[config.mk]
export PLATFORM = sky130hd
export DESIGN_NAME = bilin_scale_ctrl
export DESIGN_NICKNAME = d
export VERILOG_FILES = /design/src/rtl/bilin_scale_ctrl.sv
export SDC_FILE = /design/constraint.sdc
export NUM_CORES = 1
export LEC_CHECK = 0
export BUFFER_PORTS_ARGS = -buffer_cell sky130_fd_sc_hd__buf_2
export CAP_MARGIN = 30
export CORE_UTILIZATION = 40
export DETAILED_ROUTE_END_ITERATION = 10
export SYNTH_ARGS = -nofsm -noshare
export SYNTH_HDL_FRONTEND = slang
export SYNTH_SLANG_ARGS = --single-unit
[constraint.sdc]
create_clock -name clk -period 4.6 [get_ports clk]
set_input_delay 0.46 -clock clk [delete_from_list [all_inputs] [get_ports clk]]
set_output_delay 0.46 -clock clk [all_outputs]
set_load 0.03 [all_outputs]
[src/rtl/bilin_scale_ctrl.sv]
// Horizontal scaling sequencer for the bilinear interpolator.
// Steps an 8.8 DDA per output pixel and aligns weight/valid to the datapath.
module bilin_scale_ctrl #(
    parameter int AW     = 11,
    parameter int RD_LAT = 1,
    parameter int DP_LAT = 3
) (
    input  logic          clk,
    input  logic          rst,
    input  logic          start,
    input  logic          abort,
    input  logic [AW-1:0] cfg_src_w,
    input  logic [AW-1:0] cfg_dst_w,
    input  logic [AW-1:0] cfg_lines,
    input  logic [15:0]   cfg_step,
    input  logic          line_rdy,
    output logic          line_done,
    output logic          rd_en,
    output logic [AW-1:0] rd_addr1,
    output logic [AW-1:0] rd_addr2,
    output logic [7:0]    kremain,
    output logic          out_valid,
    output logic          out_last,
    output logic          busy,
    output logic          done,
    output logic          cfg_err
);
    localparam int VL  = RD_LAT + DP_LAT;
    localparam int ACW = AW + 9;

    typedef enum logic [2:0] {
        IDLE, WAIT_LINE, RUN, DRAIN, FIN
    } state_t;

    state_t state, state_nx;

    logic [AW-1:0]  src_w, dst_w, lines;
    logic [15:0]    step;
    logic [AW-1:0]  x, line_cnt;
    logic [ACW-1:0] acc;
    logic           drained;
    logic           cfg_ok;
    logic [AW-1:0]  last_i;
    logic [AW:0]    ipart;
    logic [AW+1:0]  ipart_p1;
    logic           clamp;
    logic [7:0]     k;
    logic           is_last;

    logic [7:0] k_pipe [RD_LAT];
    logic       v_pipe [VL];
    logic       l_pipe [VL];

    assign cfg_ok = (cfg_src_w >= AW'(2)) && (cfg_dst_w != '0) &&
                    (cfg_lines != '0);

    // Integer part keeps the accumulator top bit so overshoot still clamps
    assign last_i   = src_w - AW'(1);
    assign ipart    = acc[ACW-1:8];
    assign ipart_p1 = {1'b0, ipart} + (AW+2)'(1);
    assign clamp    = ipart >= {1'b0, last_i};

    assign busy      = (state != IDLE);
    assign kremain   = k_pipe[RD_LAT-1];
    assign out_valid = v_pipe[VL-1];
    assign out_last  = l_pipe[VL-1];

    always_comb begin
        state_nx  = state;
        rd_en     = 1'b0;
        rd_addr1  = '0;
        rd_addr2  = '0;
        k         = '0;
        is_last   = 1'b0;
        line_done = 1'b0;
        done      = 1'b0;
        unique case (state)
            IDLE: begin
                if (start && cfg_ok) state_nx = WAIT_LINE;
            end
            WAIT_LINE: begin
                if (line_rdy) state_nx = RUN;
            end
            RUN: begin
                rd_en    = 1'b1;
                rd_addr1 = clamp ? last_i : ipart[AW-1:0];
                rd_addr2 = (ipart_p1 >= {2'b00, last_i}) ?
                           last_i : ipart_p1[AW-1:0];
                k        = clamp ? 8'd0 : acc[7:0];
                is_last  = (x == dst_w - AW'(1));
                if (is_last) state_nx = DRAIN;
            end
            DRAIN: begin
                if (drained) begin
                    line_done = 1'b1;
                    state_nx  = (line_cnt + AW'(1) == lines) ?
                                FIN : WAIT_LINE;
                end
            end
            FIN: begin
                done     = 1'b1;
                state_nx = IDLE;
            end
            default: state_nx = IDLE;
        endcase
        if (abort) begin
            state_nx  = IDLE;
            line_done = 1'b0;
            done      = 1'b0;
        end
    end

    always_ff @(posedge clk or negedge rst) begin
        if (!rst) begin
            state    <= IDLE;
            src_w    <= '0;
            dst_w    <= '0;
            lines    <= '0;
            step     <= '0;
            acc      <= '0;
            x        <= '0;
            line_cnt <= '0;
            drained  <= 1'b0;
            cfg_err  <= 1'b0;
        end else begin
            state <= state_nx;
            if (abort) begin
                drained <= 1'b0;
            end else begin
                unique case (state)
                    IDLE: begin
                        if (start && cfg_ok) begin
                            src_w    <= cfg_src_w;
                            dst_w    <= cfg_dst_w;
                            lines    <= cfg_lines;
                            step     <= cfg_step;
                            line_cnt <= '0;
                            cfg_err  <= 1'b0;
                        end else if (start) begin
                            cfg_err <= 1'b1;
                        end
                    end
                    WAIT_LINE: begin
                        acc     <= '0;
                        x       <= '0;
                        drained <= 1'b0;
                    end
                    RUN: begin
                        acc <= acc + ACW'(step);
                        x   <= x + AW'(1);
                    end
                    DRAIN: begin
                        if (out_last) drained <= 1'b1;
                        if (drained) begin
                            drained  <= 1'b0;
                            line_cnt <= line_cnt + AW'(1);
                        end
                    end
                    default: ;
                endcase
            end
        end
    end

    // Weight and valid/last delay lines; abort empties them
    always_ff @(posedge clk or negedge rst) begin
        if (!rst) begin
            for (int n = 0; n < RD_LAT; n++) k_pipe[n] <= '0;
            for (int n = 0; n < VL; n++) begin
                v_pipe[n] <= 1'b0;
                l_pipe[n] <= 1'b0;
            end
        end else if (abort) begin
            for (int n = 0; n < RD_LAT; n++) k_pipe[n] <= '0;
            for (int n = 0; n < VL; n++) begin
                v_pipe[n] <= 1'b0;
                l_pipe[n] <= 1'b0;
            end
        end else begin
            k_pipe[0] <= k;
            v_pipe[0] <= rd_en;
            l_pipe[0] <= is_last;
            for (int n = 1; n < RD_LAT; n++) k_pipe[n] <= k_pipe[n-1];
            for (int n = 1; n < VL; n++) begin
                v_pipe[n] <= v_pipe[n-1];
                l_pipe[n] <= l_pipe[n-1];
            end
        end
    end

endmodule

# Word-level counts from Yosys, hierarchy flattened
# Cells that the tools add are included.
[op_classes] n_addsub=6 eq_ne=12 n_lt_le_gt_ge=3 bitwise_logic=1 n_mux=34 reduce_logical=16
[ops] cell="two-way mux 11 bit" n=6
[ops] cell="case mux 11 bit (2 select lines)" n=2
[ops] cell="case mux 20 bit (2 select lines)" n=1
[ops] cell="two-way mux 8 bit" n=3
[ops] cell="adder 11 x 1 -> 11 bit, second input constant" n=2
[ops] cell="equality test 11 bit" n=2
[ops] cell="nonzero test 11 bit" n=2
[ops] cell="subtractor 11 x 1 -> 11 bit, second input constant" n=2
[ops] cell="adder 20 x 16 -> 20 bit" n=1
[ops] cell="two-way mux 3 bit" n=6
[ops] cell="adder 12 x 1 -> 13 bit, second input constant" n=1
[ops] cell=">= comparator 13 x 11 -> 1 bit" n=1
[ops] cell=">= comparator 12 x 11 -> 1 bit" n=1
[ops] cell="two-way mux 1 bit" n=12
[ops] cell="!= test 3 bit, second input constant" n=4
[ops] cell="case mux 3 bit (4 select lines)" n=1
[ops] cell=">= comparator 11 x 2 -> 1 bit, second input constant" n=1
[ops] cell="two-way mux 4 bit" n=2
[ops] cell="AND reduction 4 bit" n=2
[ops] cell="equality test 3 x 2 -> 1 bit, second input constant" n=2
[ops] cell="AND reduction 3 bit" n=2
[ops] cell="nonzero test 2 bit" n=3
[ops] cell="nonzero test 3 bit" n=2
[ops] cell="!= test 2 bit, second input constant" n=2
[ops] cell="other kinds (7)" n=9
[word_totals] ff_bits=112 in_bits=54 word_cells=91 output_inout_bits=37

# Logic depth before layout (Yosys ltp)
[logic_depth] ltp_word=7 mapped_depth=13 ltp_nobuf=12

# Worst setup path after synthesis
# No wires, ideal clock.
[synth_timing] kind="register to output" from="register acc[8]" to="output rd_addr2[0]" t_arrival_ns=3.204 slack_ns=0.936 path_buffers=0 t_required_ns=4.140 stages_incl_launch_ff=13 path_cell_list="dfrtp_1 > ha_1 > and3_1 > and3_1 > nand3_1 > xnor2_1 > ha_1 > a21o_1 > a21o_1 > a21oi_1 > o21a_1 > nand2_1 > a211oi_1"
[synth_between] elab_chain_len=4
[synth_lines] element="start: declaration" line_no="40" text="logic [ACW-1:0] acc;"
[synth_lines] element="start signal: assignment" line_no="149" text="acc <= acc + ACW'(step);"
[synth_lines] element="adder 12 x 1 -> 13 bit *" line_no="60" text="assign ipart_p1 = {1'b0, ipart} + (AW+2)'(1);"
[synth_lines] element=">= comparator 13 x 11 -> 1 bit" line_no="87" text="rd_addr2 = (ipart_p1 >= {2'b00, last_i}) ?"
[synth_lines] element="two-way mux 11 bit *" line_no="87"
[synth_lines] element="two-way mux 11 bit *" line_no="77" text="unique case (state)"
[synth_lines] element="end: declaration" line_no="20" text="output logic [AW-1:0] rd_addr2,"
# Mark *: on every way between the ends. The rest lies on a longest branch, timed or not.

# Worst setup path after layout
[layout_timing] from="register acc[8]" to="output rd_addr2[6]"
# Same word-level chain as after synthesis.

==> impl_metrics.csv <==
group,metric,value,unit
status,status,"complete, no violations",
synth,synth_edf_count,0,
synth,synth_seq_cells,112,
cts,insertion_delay,0.36,ns
floorplan,core-area,0.01670,mm²
placed_design,dp_hpwl,12.51,mm
cells_and_area,fill_cells,1629,
synth,ys_warn_count,0,
cts,cts_tree,"yes",
power,power,4.100,mW
cells_and_area,postLayoutCellArea,0.007925,mm²
worst_setup_path,max_stage_delay,0.59,ns
worst_setup_path,startpoint_type,"register",
floorplan,rows,47,
power,power.leakage,3.675,nW
synth,synth_area_leader_cell,"dfrtp_1",
drt,vias_per_cell,5.678,
synth,synthesis.instances,706,
global_routing,grt.total_usage,20.03,%
synth,async_flop_share,100.0,%
global_routing,grt_pass1_vias,5623,
timing,hold_slack,0.1464,ns
cells_and_area,nNetsFinal,883,
synth,yosysSeqAreaShare,40.61,%
flow_run,max_cap_violations,0,
timing,period_needed,4.420,ns
timing,rsz0062_at_grt,"false",
worst_setup_path,crit_arrival,3.96,ns
synth,synth.top_cells.by_area,"dfrtp_1 41%, ha_1 7.8%, mux2_1 5.4%",
worst_setup_path,cp_max_fo,10,
cts,cts_setup_buffers,0,
floorplan,ioPinCount,91,
drt,drc,0,
cells_and_area,syn_to_final_growth,14.83,%
timing,max-slew-margin-rel,36.95,%
worst_setup_path,ff2ff_path_depth,11,
placed_design,io_buffers,90,
drt,vias,5735,
worst_setup_path,worstPathRequired,4.14,ns
worst_setup_path,cp_slowest_cell,"dfrtp_1",
synth,yosysMostFrequentCell,"dfrtp_1",
worst_setup_path,path_class,"register to output port",
cts,clock_sinks,112,
cts,postCtsResizedCells,0,
timing,setup_violations,0,
cts,htree_levels,3,
cells_and_area,fin_cells,1010,
timing,finalSetupTns,0,ns
cts,clkTransAtPathRegs,0.08,ns
worst_setup_path,r2r_end,"kremain[4]$_DFF_PN0_",
timing,worst_pin_slew,0.9457,ns
global_routing,antenna_found_initial,0,
timing,slew_viol_final,0,
cts,root_buffer,"clkbuf_16",
global_routing,grt_overflow,0,
timing,fmax,0.2263,GHz
power,p_per_area,517.4,mW/mm²
synth,syn_nets,804,
drt,avgRoutedWirePerCell,16.78,µm
synth,synth_ff_type,"dfrtp_1",
floorplan,die_area,0.01778,mm²
placed_design,dp_cells,994,
placed_design,place_area,0.007572,mm²
min_path,hp-class,"primary input to asynchronous set/reset pin",
synth,ys_top_cells_by_count,"112 x dfrtp_1, 51 x nand2_1, 43 x ha_1, 43 x o21ai_0",
drt,wirelength,16.95,mm
timing,finalClockSkew,0.008002,ns
timing,finalHoldViolations,0,
floorplan,die-width,133.4,µm
cells_and_area,num_antenna_cells,0,
worst_setup_path,path_cells,"ha_1, and3_1, and3_1, nand3_1, xnor2_1, ha_1, a21o_1, a21o_1, a21oi_1, o21a_1, nand2_1, a211oi_1, buf_2",
synth,synth_cell_type_count,60,
cts,cts_hold_buf,0,
worst_setup_path,worst_setup_path_end_kind,"output port",
drt,drtIter0Drc,297,
global_routing,grt_first_pass_wirelength,28.43,mm
global_routing,grt_max_degree,56,
cts,cts_buffers,9,
cts,clk_path_buf_depth,2,
power,peakVddDrop,0.2607,mV
timing,fin_crit_sh,96.08,%
synth,syn_area,0.006902,mm²
placed_design,gp_congestion,0.9139,
drt,firstDrtPassIters,4,
drt,ant_nets,0,
synth,avgSynthCellArea,9.776,µm²
floorplan,die_y,133.4,µm
worst_setup_path,r2r_setup_slack,1.31,ns
worst_setup_path,regToRegStartpoint,"src_w[0]$_DFFE_PN0P_",
floorplan,start_util,41.32,%
synth,yosysTopAreaCellShare,40.61,%
cells_and_area,drive_above_1_share,17.59,%
==> cell families (layout without fill, tap and decap cells) <==
| family | Yosys count | after routing | synth area share, % |
|---|---|---|---|
| compound gates | 161 | 161 | 14.99 |
| xor+xnor | 59 | 59 | 7.487 |
| fa+ha+maj | 44 | 44 | 8.086 |
| buf+inv | 44 | 128 | 2.502 |
| flops | 112 | 112 | 40.61 |
| mux | 57 | 57 | 9.155 |
| simple gates | 229 | 229 | 17.17 |
==> through the flow <==
step	util [%]	worst slack, ns
after floorplan	-	0.9364
after global placement	45.34	0.6299
after detailed placement	45.34	0.6216
after CTS	47.45	0.2285
after global routing	47.45	0.02941
final	47.45	0.1804
==> cell type report <==
| type | count | area, µm² | share of cell area (%) |
|---|---|---|---|
| clock buffer | 10 | 239.0 | 3.015 |
| inverter | 14 | 52.55 | 0.6631 |
| sequential | 112 | 2803 | 35.36 |
| timing repair buffer | 98 | 513.0 | 6.473 |
| multi-input combinational | 550 | 3929 | 49.57 |
| tap | 220 | 275.3 | 3.473 |
| clock inverter | 6 | 113.9 | 1.437 |
==> critical path, delay by kind of cell (launching register included) <==
family | cells | cell delay, ns
and+or+nand+nor | 4 | 0.79
buffers and inverters | 1 | 0.27
AOI/OAI and AO/OA | 5 | 1.09
xor gates and xnor gates | 1 | 0.29
DFF | 1 | 0.59
adders and majority gates | 2 | 0.57
==> layer usage <==
layer  vias up  global-route usage [%]  share of wire [%]
met5         -                       0                  0
met4         0                   5.871                1.6
met3        27                   3.729                3.9
met2       139                   33.19                 48
met1      2800                   26.62                 47
li1       2769                       -                  -
==> cell usage in the layout (no fill, tap or decap), drive strengths merged, types with 3 or more instances in the layout <==
| cell type | instances |
|---|---|
| bufinv | 3 |
| a21boi | 4 |
| nor3b | 4 |
| o41ai | 3 |
| a211oi | 14 |
| and2 | 4 |
| nand3 | 36 |
| dfrtp | 112 |
| o21ai | 52 |
| buf | 98 |
| o31ai | 9 |
| a21oi | 33 |
| nand4 | 12 |
| xor2 | 28 |
| o211ai | 3 |
| nor2b | 13 |
| or3 | 3 |
| clkbuf | 10 |
| xnor2 | 31 |
| inv | 15 |
| a31oi | 7 |
| mux2i | 8 |
| a311oi | 13 |
| nor4 | 11 |
| ha | 43 |
| and3 | 23 |
| nand2b | 3 |
| o21bai | 3 |
| nor3 | 20 |
| nor2 | 36 |
| a21o | 8 |
| nand2 | 51 |
| mux2 | 49 |
| or4 | 5 |
==> sequential cells by signal, summed over array words and instances (netlist names), 3 cells and up <==
| signal | flops |
|---|---|
| src_w | 11 |
| line_cnt | 11 |
| step | 16 |
| state | 3 |
| dst_w | 11 |
| x | 11 |
| acc | 20 |
| l_pipe | 3 |
| lines | 11 |
| kremain | 8 |
| v_pipe | 3 |
==> where the power goes <==
group	total [mW]	switching, mW	internal (mW)
combinational	1.69	0.956	0.733
clock	0.916	0.367	0.549
sequential	1.49	0.285	1.21
total	4.10	1.61	2.49
==> worst max path at each step <==
stage                  startpoint  slack, ns  cells past startpoint          end
2_1_floorplan  acc[8]$_DFFE_PN0P_       0.94                     12  rd_addr2[0]
3_3_place_gp   acc[8]$_DFFE_PN0P_       0.63                     13  rd_addr2[9]
3_5_place_dp   acc[8]$_DFFE_PN0P_       0.62                     13  rd_addr2[9]
4_1_cts        acc[8]$_DFFE_PN0P_       0.23                     13  rd_addr2[9]
5_1_grt        acc[8]$_DFFE_PN0P_       0.03                     13  rd_addr2[6]
6_report       acc[8]$_DFFE_PN0P_       0.18                     13  rd_addr2[6]
(Power assumes the default switching activity.)
